===== src/rtl/fetch_pkg.sv =====
// rtl/fetch_pkg.sv - shared types and default constants for the SLC-3 fetch unit
//
// Purpose: FSM state encoding, internal bus source select and default
//          parameter values imported by fetch_unit and its register slice.
// Ports:   none (package).
package fetch_pkg;

  localparam int DEF_DATA_W  = 16;
  localparam int DEF_TIMEOUT = 15;

  typedef enum logic [1:0] {
    IDLE   = 2'd0,
    FETCH1 = 2'd1,
    FETCH2 = 2'd2,
    FETCH3 = 2'd3
  } fetch_state_t;

  typedef enum logic [1:0] {
    BUS_NONE = 2'd0,
    BUS_PC   = 2'd1,
    BUS_MDR  = 2'd2
  } bus_sel_t;

endpackage


===== src/rtl/fetch_unit_load_reg.sv =====
// rtl/fetch_unit_load_reg.sv - synchronous-reset register with load enable
//
// Purpose: one datapath register (PC, MAR, MDR or IR) of the fetch unit.
// Ports:
//   clk_i  in   clock, rising edge
//   rst_i  in   synchronous active-high reset, loads RST_VAL
//   ld_i   in   load enable
//   d_i    in   W  next value
//   q_o    out  W  register contents
module load_reg #(
  parameter int           W       = 16,
  parameter logic [W-1:0] RST_VAL = '0
) (
  input  logic         clk_i,
  input  logic         rst_i,
  input  logic         ld_i,
  input  logic [W-1:0] d_i,
  output logic [W-1:0] q_o
);

  logic [W-1:0] val_q;

  always_ff @(posedge clk_i) begin
    if (rst_i) begin
      val_q <= RST_VAL;
    end else if (ld_i) begin
      val_q <= d_i;
    end
  end

  assign q_o = val_q;

endmodule


===== src/rtl/fetch_unit.sv =====
// rtl/fetch_unit.sv - self-sequencing SLC-3 instruction fetch datapath
//
// Purpose: owns PC, MAR, MDR, IR and the gated internal bus, and runs the
//          MAR<-PC / MDR<-M[MAR] / IR<-MDR sequence with its own FSM and a
//          ready/timeout memory handshake. Optional fetch counter is built
//          when the macro FETCH_CNT_EN is defined.
// Ports:
//   CLK              in   clock, all state on rising edge
//   Reset            in   synchronous active-high reset (highest priority)
//   Run              in   enable fetching
//   Hold             in   stall after current IR load
//   Redirect         in   load PC from Redirect_Target this edge
//   Redirect_Target  in   DATA_W branch target
//   Mem_Data         in   DATA_W read data
//   Mem_Rdy          in   read data valid this cycle
//   Mem_OE           out  read request (FETCH2 only)
//   Mem_Addr         out  DATA_W, equals MAR
//   PC/MAR/MDR/IR    out  DATA_W register contents
//   DataBus          out  DATA_W internal bus value
//   Fetch_Done       out  one-cycle pulse after IR load
//   Timeout          out  sticky memory timeout flag
//   Fetch_Count      out  DATA_W saturating IR-load count (FETCH_CNT_EN only)
module fetch_unit
  import fetch_pkg::*;
#(
  parameter int                DATA_W   = DEF_DATA_W,
  parameter logic [DATA_W-1:0] RESET_PC = '0,
  parameter int                TIMEOUT  = DEF_TIMEOUT
) (
  input  logic              CLK,
  input  logic              Reset,
  input  logic              Run,
  input  logic              Hold,
  input  logic              Redirect,
  input  logic [DATA_W-1:0] Redirect_Target,
  input  logic [DATA_W-1:0] Mem_Data,
  input  logic              Mem_Rdy,
  output logic              Mem_OE,
  output logic [DATA_W-1:0] Mem_Addr,
  output logic [DATA_W-1:0] PC,
  output logic [DATA_W-1:0] MAR,
  output logic [DATA_W-1:0] MDR,
  output logic [DATA_W-1:0] IR,
  output logic [DATA_W-1:0] DataBus,
  output logic              Fetch_Done,
  output logic              Timeout
`ifdef FETCH_CNT_EN
  ,
  output logic [DATA_W-1:0] Fetch_Count
`endif
);

  localparam int CNT_W = $clog2(TIMEOUT + 1);

  fetch_state_t state_q, state_d;
  bus_sel_t     bus_sel;

  logic [CNT_W-1:0]  cnt_q, cnt_d, cnt_inc;
  logic              timeout_q, timeout_d;
  logic              done_q, done_d;
  logic              pc_inc, pc_ld, mar_ld, mdr_ld, ir_ld, mem_oe;
  logic [DATA_W-1:0] pc_q, mar_q, mdr_q, ir_q, bus, pc_d;

  assign cnt_inc = cnt_q + CNT_W'(1);

  always_comb begin
    state_d   = state_q;
    bus_sel   = BUS_NONE;
    mem_oe    = 1'b0;
    mar_ld    = 1'b0;
    mdr_ld    = 1'b0;
    ir_ld     = 1'b0;
    pc_inc    = 1'b0;
    cnt_d     = cnt_q;
    timeout_d = timeout_q;
    done_d    = 1'b0;
    unique case (state_q)
      IDLE: begin
        if (Run && !timeout_q) state_d = FETCH1;
      end
      FETCH1: begin
        bus_sel = BUS_PC;
        mar_ld  = 1'b1;
        pc_inc  = 1'b1;
        cnt_d   = '0;
        state_d = FETCH2;
      end
      FETCH2: begin
        mem_oe = 1'b1;
        if (Mem_Rdy) begin
          mdr_ld  = 1'b1;
          state_d = FETCH3;
        end else begin
          cnt_d = cnt_inc;
          // Give up once TIMEOUT FETCH2 cycles have passed without data.
          if (cnt_inc == CNT_W'(TIMEOUT)) begin
            timeout_d = 1'b1;
            state_d   = IDLE;
          end
        end
      end
      FETCH3: begin
        bus_sel = BUS_MDR;
        ir_ld   = 1'b1;
        done_d  = 1'b1;
        state_d = (Run && !Hold) ? FETCH1 : IDLE;
      end
      default: state_d = IDLE;
    endcase
  end

  always_ff @(posedge CLK) begin
    if (Reset) begin
      state_q   <= IDLE;
      cnt_q     <= '0;
      timeout_q <= 1'b0;
      done_q    <= 1'b0;
    end else begin
      state_q   <= state_d;
      cnt_q     <= cnt_d;
      timeout_q <= timeout_d;
      done_q    <= done_d;
    end
  end

  always_comb begin
    bus = '0;
    unique case (bus_sel)
      BUS_PC:  bus = pc_q;
      BUS_MDR: bus = mdr_q;
      default: bus = '0;
    endcase
  end

  // A redirect wins over the FETCH1 increment; MAR still takes the old PC
  // from the bus, so the in-flight fetch is unaffected.
  assign pc_ld = Redirect | pc_inc;
  assign pc_d  = Redirect ? Redirect_Target : (pc_q + DATA_W'(1));

  load_reg #(.W(DATA_W), .RST_VAL(RESET_PC)) u_pc (
    .clk_i(CLK), .rst_i(Reset), .ld_i(pc_ld), .d_i(pc_d), .q_o(pc_q)
  );

  load_reg #(.W(DATA_W), .RST_VAL('0)) u_mar (
    .clk_i(CLK), .rst_i(Reset), .ld_i(mar_ld), .d_i(bus), .q_o(mar_q)
  );

  load_reg #(.W(DATA_W), .RST_VAL('0)) u_mdr (
    .clk_i(CLK), .rst_i(Reset), .ld_i(mdr_ld), .d_i(Mem_Data), .q_o(mdr_q)
  );

  load_reg #(.W(DATA_W), .RST_VAL('0)) u_ir (
    .clk_i(CLK), .rst_i(Reset), .ld_i(ir_ld), .d_i(bus), .q_o(ir_q)
  );

`ifdef FETCH_CNT_EN
  logic [DATA_W-1:0] fcnt_q;

  always_ff @(posedge CLK) begin
    if (Reset) begin
      fcnt_q <= '0;
    end else if (ir_ld && (fcnt_q != {DATA_W{1'b1}})) begin
      fcnt_q <= fcnt_q + DATA_W'(1);
    end
  end

  assign Fetch_Count = fcnt_q;
`endif

  assign Mem_OE     = mem_oe;
  assign Mem_Addr   = mar_q;
  assign PC         = pc_q;
  assign MAR        = mar_q;
  assign MDR        = mdr_q;
  assign IR         = ir_q;
  assign DataBus    = bus;
  assign Fetch_Done = done_q;
  assign Timeout    = timeout_q;

endmodule


===== config.mk =====
export PLATFORM = sky130hd
export DESIGN_NAME = fetch_unit
export DESIGN_NICKNAME = d
export VERILOG_FILES = /design/src/rtl/fetch_pkg.sv /design/src/rtl/fetch_unit_load_reg.sv /design/src/rtl/fetch_unit.sv
export SDC_FILE = /design/constraint.sdc
export NUM_CORES = 1
export LEC_CHECK = 0
export ABC_AREA = 1
export CORE_ASPECT_RATIO = 1.5
export CORE_UTILIZATION = 43
export CTS_CLUSTER_SIZE = 14
export DETAILED_ROUTE_END_ITERATION = 6
export PLACE_DENSITY = 0.78
export SKIP_CTS_REPAIR_TIMING = 1
export SYNTH_ARGS = -nofsm -noshare
export SYNTH_HDL_FRONTEND = slang
export SYNTH_SLANG_ARGS = --single-unit

===== constraint.sdc =====
create_clock -name CLK -period 1.7 [get_ports CLK]
set_input_delay 0.34 -clock CLK [delete_from_list [all_inputs] [get_ports CLK]]
set_output_delay 0.34 -clock CLK [all_outputs]
set_load 0.01 [all_outputs]

Word-level counts from Yosys, hierarchy flattened
Cells that the tools add are included.
Storage, ports and cells
  flip-flop bits (word level): 72
  latch bits: 0
  memory bits (writable): 0
  ROM bits: 0
  bits of input ports: 38
  output and inout port bits: 99
  word-level logic and storage cells: 45
  memories kept: 0
Operators by class
  $add $sub $neg: 2
  multipliers: 0
  div/mod/pow operators: 0
  $lt $le $gt $ge: 0
  eq/ne operators: 9
  shifts and indexed selects: 0
  mux-type cells: 15
  bitwise gates (word level): 2
  reduce and logical (&&, ||, !) cells: 9
Operators by type and width (number)
  case mux 16 bit (2 select lines): 1
  adder 16 x 1 -> 16 bit, second input constant: 1
  2-to-1 mux 16 bit: 1
  case mux 2 bit (4 select lines): 1
  case mux 4 bit (2 select lines): 1
  equality test 2 bit, second input constant: 3
  2-to-1 mux 1 bit: 6
  2-to-1 mux 2 bit: 3
  adder 4 x 1 -> 4 bit, second input constant: 1
  equality test 2 x 1 -> 1 bit, second input constant: 2
  equality test 4 bit, second input constant: 1
  2-to-1 mux 4 bit: 1
  inequality test 2 bit, second input constant: 2
  case mux 2 bit (2 select lines): 1
  AND reduction 2 bit: 2
  inequality test 3 bit, second input constant: 1
  AND reduction 3 bit: 1
  logical AND 1 bit: 2
  logical NOT 1 bit: 2
  logical NOT 2 bit: 1
  nonzero test 2 bit: 1
  NOT 1 bit: 1
  OR 1 bit: 1

Logic depth before layout (Yosys ltp)
  depth after elaboration: 5
  gate-level depth with buffers: 8
  depth with buffers taken out: 8

Modules after synthesis
A second synthesis with hierarchy kept.
Second synthesis, totals
  cell total of the unflattened synthesis: 645
  area total of the unflattened synthesis: 3941.3 um^2
Modules (own cells, without submodules)
  load_reg: times used 4, cells each 101, area an instance 670.6 um^2, sequential area each 320.3 um^2
  fetch_unit: times used 1, cells each 241, area an instance 1258.7 um^2, sequential area each 160.2 um^2

Worst setup path before layout
OpenSTA, ideal clock, no wires.
  path type: register to output
  from: reg state_q[0]
  to: out DataBus[2]
  arrival: 0.976 ns
  data required time: 1.360 ns
  slack: 0.384 ns
  cell stages (with the launch flop): 7
  path buffers: 2
  cell sequence: dfxtp_1 -> inv_2 -> nor2_2 -> buf_6 -> buf_6 -> nand2_1 -> nand2_1
Between the ends
  word-level cells in the longest chain between the ends: 4
  elaborated cells on any way between the ends: 6
  those cells by class: 4 x eq/ne; 2 x mux
Ends and longest elaborated chain
  start, declared: RTL line fetch_unit.sv:55  | fetch_state_t state_q, state_d;
  start signal, assigned: RTL line fetch_unit.sv:119  | state_q <= state_d;
  equality test 2 bit / equality test 2 x 1 -> 1 bit (equally long branches): RTL line fetch_unit.sv:77  | unique case (state_q)
  case mux 2 bit (2 select lines) (*): RTL line fetch_unit.sv:77
  equality test 2 bit / equality test 2 x 1 -> 1 bit (equally long branches): RTL line fetch_unit.sv:128  | unique case (bus_sel)
  case mux 16 bit (2 select lines) (*): RTL line fetch_unit.sv:128
  end, declared: RTL line fetch_unit.sv:44  | output logic [DATA_W-1:0] DataBus,
Mark *: on every way between the ends. The rest lies on a longest branch, timed or not.

Worst setup path in the final report
  from: reg state_q[0]
  to: out DataBus[12]
The elaborated chain is that of the path after synthesis.

==> impl_metrics.yaml <==
run_status:
  outcome: "finished with violations"
  violations: "negative setup slack"
setup_path:
  slowest_stage: "dfxtp_2"
  end_kind: "output port"
  critPathMaxFanout: 5
  crit_top_cell: "nand2_1"
  arrival_ns: 1.38
  start_kind: "flop"
  cpPeakStageDelay_ns: 0.35
  worstPathRequired_ns: 1.36
  path_cells: "inv_2 > nor2_4 > buf_6 > buf_4 > nand2_1 > nand2_1 > clkbuf_2"
  crit_type: "flop to output port"
sta:
  finalMaxSlewViolations: 0
  finalHoldViolCount: 0
  slew_headroom: 0.703
  fin_skew_ns: 0.00485
  finalCriticalPeriod_ns: 1.72
  post-route-period-util: 1.01
  fmax_mhz: 582
  hold_slack_ns: 0.446
  worst_pin_slew_ns: 0.445
  rsz0062_at_grt: "yes"
  setup_viol: 2
  final.setup.worst_slack_ns: -0.0182
  fin_setup_tns_ns: -0.0224
die:
  coreArea_mm2: 0.00761
  ios: 137
  die_area_mm2: 0.00822
  initial_core_util: 0.443
  die_y_um: 111
  num_rows: 39
  die_x_um: 74.3
route:
  drt_iter0_drc: 230
  wirelength_um: 10600
  via_per_inst: 5.00
  via_count: 3595
  firstDrtPassIters: 5
  ant_nets: 0
  wire_per_inst_um: 14.7
  drc_errors: 0
yosys:
  synth.yosys.seq_area_share: 0.427
  synthesis.area_mm2: 0.00338
  netlist.area_leader.share: 0.427
  synth.area.top_cells: "dfxtp_1, nand2_1, a21oi_1"
  synth.net_count: 509
  yosys.area.top_type: "dfxtp_1"
  ys_types: 29
  yosys_warnings: 0
  netlist_instances: 468
  syn_area_per_cell_um2: 7.21
  synth_seq_cells: 72
clock_network:
  clk_path_buf_depth: 2
  cts_tree: "built"
  numClockSinks: 72
  clockRootBuffer: "clkbuf_16"
  clkTransAtPathRegs_ns: 0.06
  clkLatencyLatePin_ns: 0.33
  htreeDepth: 3
  cts_made_buffers: 9
cells_and_area:
  seqCellArea_mm2: 0.00145
  layout-drive-gt1-share: 0.157
  diodes: 0
  synthToLayoutAreaGrowth_pct: 52.6
  stdcell_count: 719
  fill_cells: 671
  multi_input_area_mm2: 0.00156
  nets: 653
grt:
  grt_pass1_wl_um: 16600
  grt_max_degree: 40
  gr-usage-all-layers: 0.265
  antenna_found_initial: 0
  grt_overflow: 0
  grt_pass1_vias: 3487
hold_path:
  min_path_type: "input port to flop"
power:
  p_sw_frac: 0.282
  intPower_w: 0.00339
  powerDensity_mw_per_mm2: 915
  switching_power_w: 0.00133
  p_clk_frac: 0.397
  max-vdd-ir-drop_v: 0.000683
  p_leak_nw: 2.20
  pwr-share-comb: 0.210
  seqPwrFrac: 0.393
placement:
  port_buffers: 136
  place.gp.congestion: 0.865
  detailedPlacementHpwl_um: 8010
  place_inst: 701
job:
  cap_violations: 0
==> cells by family (layout without fill, tap and decap cells) <==
kind of cell,after synthesis,in the layout,synth area share
adder cells (fa/ha/maj),3,3,0.0111
flip-flops,72,72,0.427
buffers and inverters,74,223,0.115
AO/OA/AOI/OAI,89,89,0.144
AND/OR/NAND/NOR,225,225,0.291
XOR/XNOR,5,5,0.0130
==> cell usage in the layout (no fill, tap or decap), types with 2 or more instances in the layout <==
cell type / Yosys / final
xor2_1: 3 / 3
o21ai_0: 6 / 6
xnor2_1: 2 / 2
ha_1: 3 / 3
nor2_4: 4 / 5
o21ai_2: 6 / 6
clkinv_4: 0 / 3
a21oi_1: 64 / 64
nand2_2: 5 / 6
dlymetal6s2s_1: 0 / 9
a31oi_1: 4 / 4
nand3_1: 37 / 37
nand2_1: 155 / 154
dfxtp_2: 0 / 3
clkbuf_16: 0 / 9
buf_4: 21 / 27
dfxtp_1: 72 / 69
clkbuf_2: 0 / 12
inv_2: 5 / 4
nand4_1: 4 / 4
clkdlybuf4s50_1: 0 / 111
inv_1: 33 / 33
o21ai_1: 5 / 5
buf_6: 3 / 4
nor2_2: 5 / 4
nor2_1: 12 / 12
buf_2: 4 / 4
a21oi_2: 2 / 2
==> worst max-delay path, delay by kind of cell (launching register included) <==
kind	cells	cell delay, ns
simple gates	3	0.28
flops	1	0.35
buf+inv	4	0.41
==> worst paths after layout <==
check / from / to / slack (ns) / cells after the start
worst min-delay path: Reset / u_pc.q_o[11] / 0.45 / 2
worst max register to register: state_q[0] / u_pc.q_o[6] / 0.12 / 9
worst max-delay path: state_q[0] / DataBus[12] / -0.02 / 7
worst min register to register: u_ir.q_o[10] / u_ir.q_o[10] / 0.47 / 2
==> cells in the mapped netlist <==
master and instances:
nor2_8 1, inv_2 5, o21bai_1 1, o21ai_1 5
inv_1 33, dfxtp_1 72, xnor2_1 2, buf_4 21
o21ai_2 6, nand3_2 1, nand3_1 37, nor2_1 12
clkbuf_1 7, nor2_2 5, a21oi_2 2, o211ai_1 1
nand2_2 5, nand2_1 155, inv_4 1, or2_0 1
o21ai_0 6, nand4_1 4, ha_1 3, nor2_4 4
xor2_1 3, a31oi_1 4, buf_2 4, a21oi_1 64
buf_6 3
==> area by class of cell <==
| class | count | area share |
|---|---|---|
| tap | 102 | 0.0248 |
| timing repair buffer | 168 | 0.305 |
| inverter | 39 | 0.0299 |
| multi-input combinational | 322 | 0.302 |
| clock inverter | 6 | 0.0134 |
| clock buffer | 10 | 0.0444 |
| sequential | 72 | 0.281 |
==> layer usage <==
layer / global-route usage / vias up / part of all wire
li1: - / 1788 / -
met1: 0.285 / 1672 / 0.38
met2: 0.494 / 118 / 0.56
met3: 0.0401 / 17 / 0.043
met4: 0.108 / 0 / 0.026
met5: 0 / - / 0
==> power groups by stage <==
stage	Clock, W	Sequential, W	Combinational [W]
final	0.00187	0.00185	0.000989
after global placement	0	0.00188	0.000953
after detailed placement	0	0.00188	0.000967
after floorplan	0	0.00191	0.000471
after global routing	0.00197	0.00186	0.00107
after CTS	0.00190	0.00185	0.000974
==> sequential cells by signal, indices dropped and copies added (netlist names) <==
| signal | cells |
|---|---|
| state_q | 2 |
| u_mar.q_o | 16 |
| u_pc.q_o | 16 |
| cnt_q | 4 |
| Fetch_Done | 1 |
| Timeout | 1 |
| u_ir.q_o | 16 |
| u_mdr.q_o | 16 |
==> stage by stage <==
step	power (W)	setup WS, ns	cell area (um2)	utilization
finish	0.00472	-0.0182	5150	0.677
CTS	0.00473	-0.499	5160	0.678
global route	0.00490	-0.0883	5150	0.677
detailed placement	0.00285	-0.144	4860	0.638
floorplan	0.00238	0.384	3380	-
global placement	0.00284	-0.0940	4860	0.638
No activity file was read; power rests on OpenSTA's default activity.
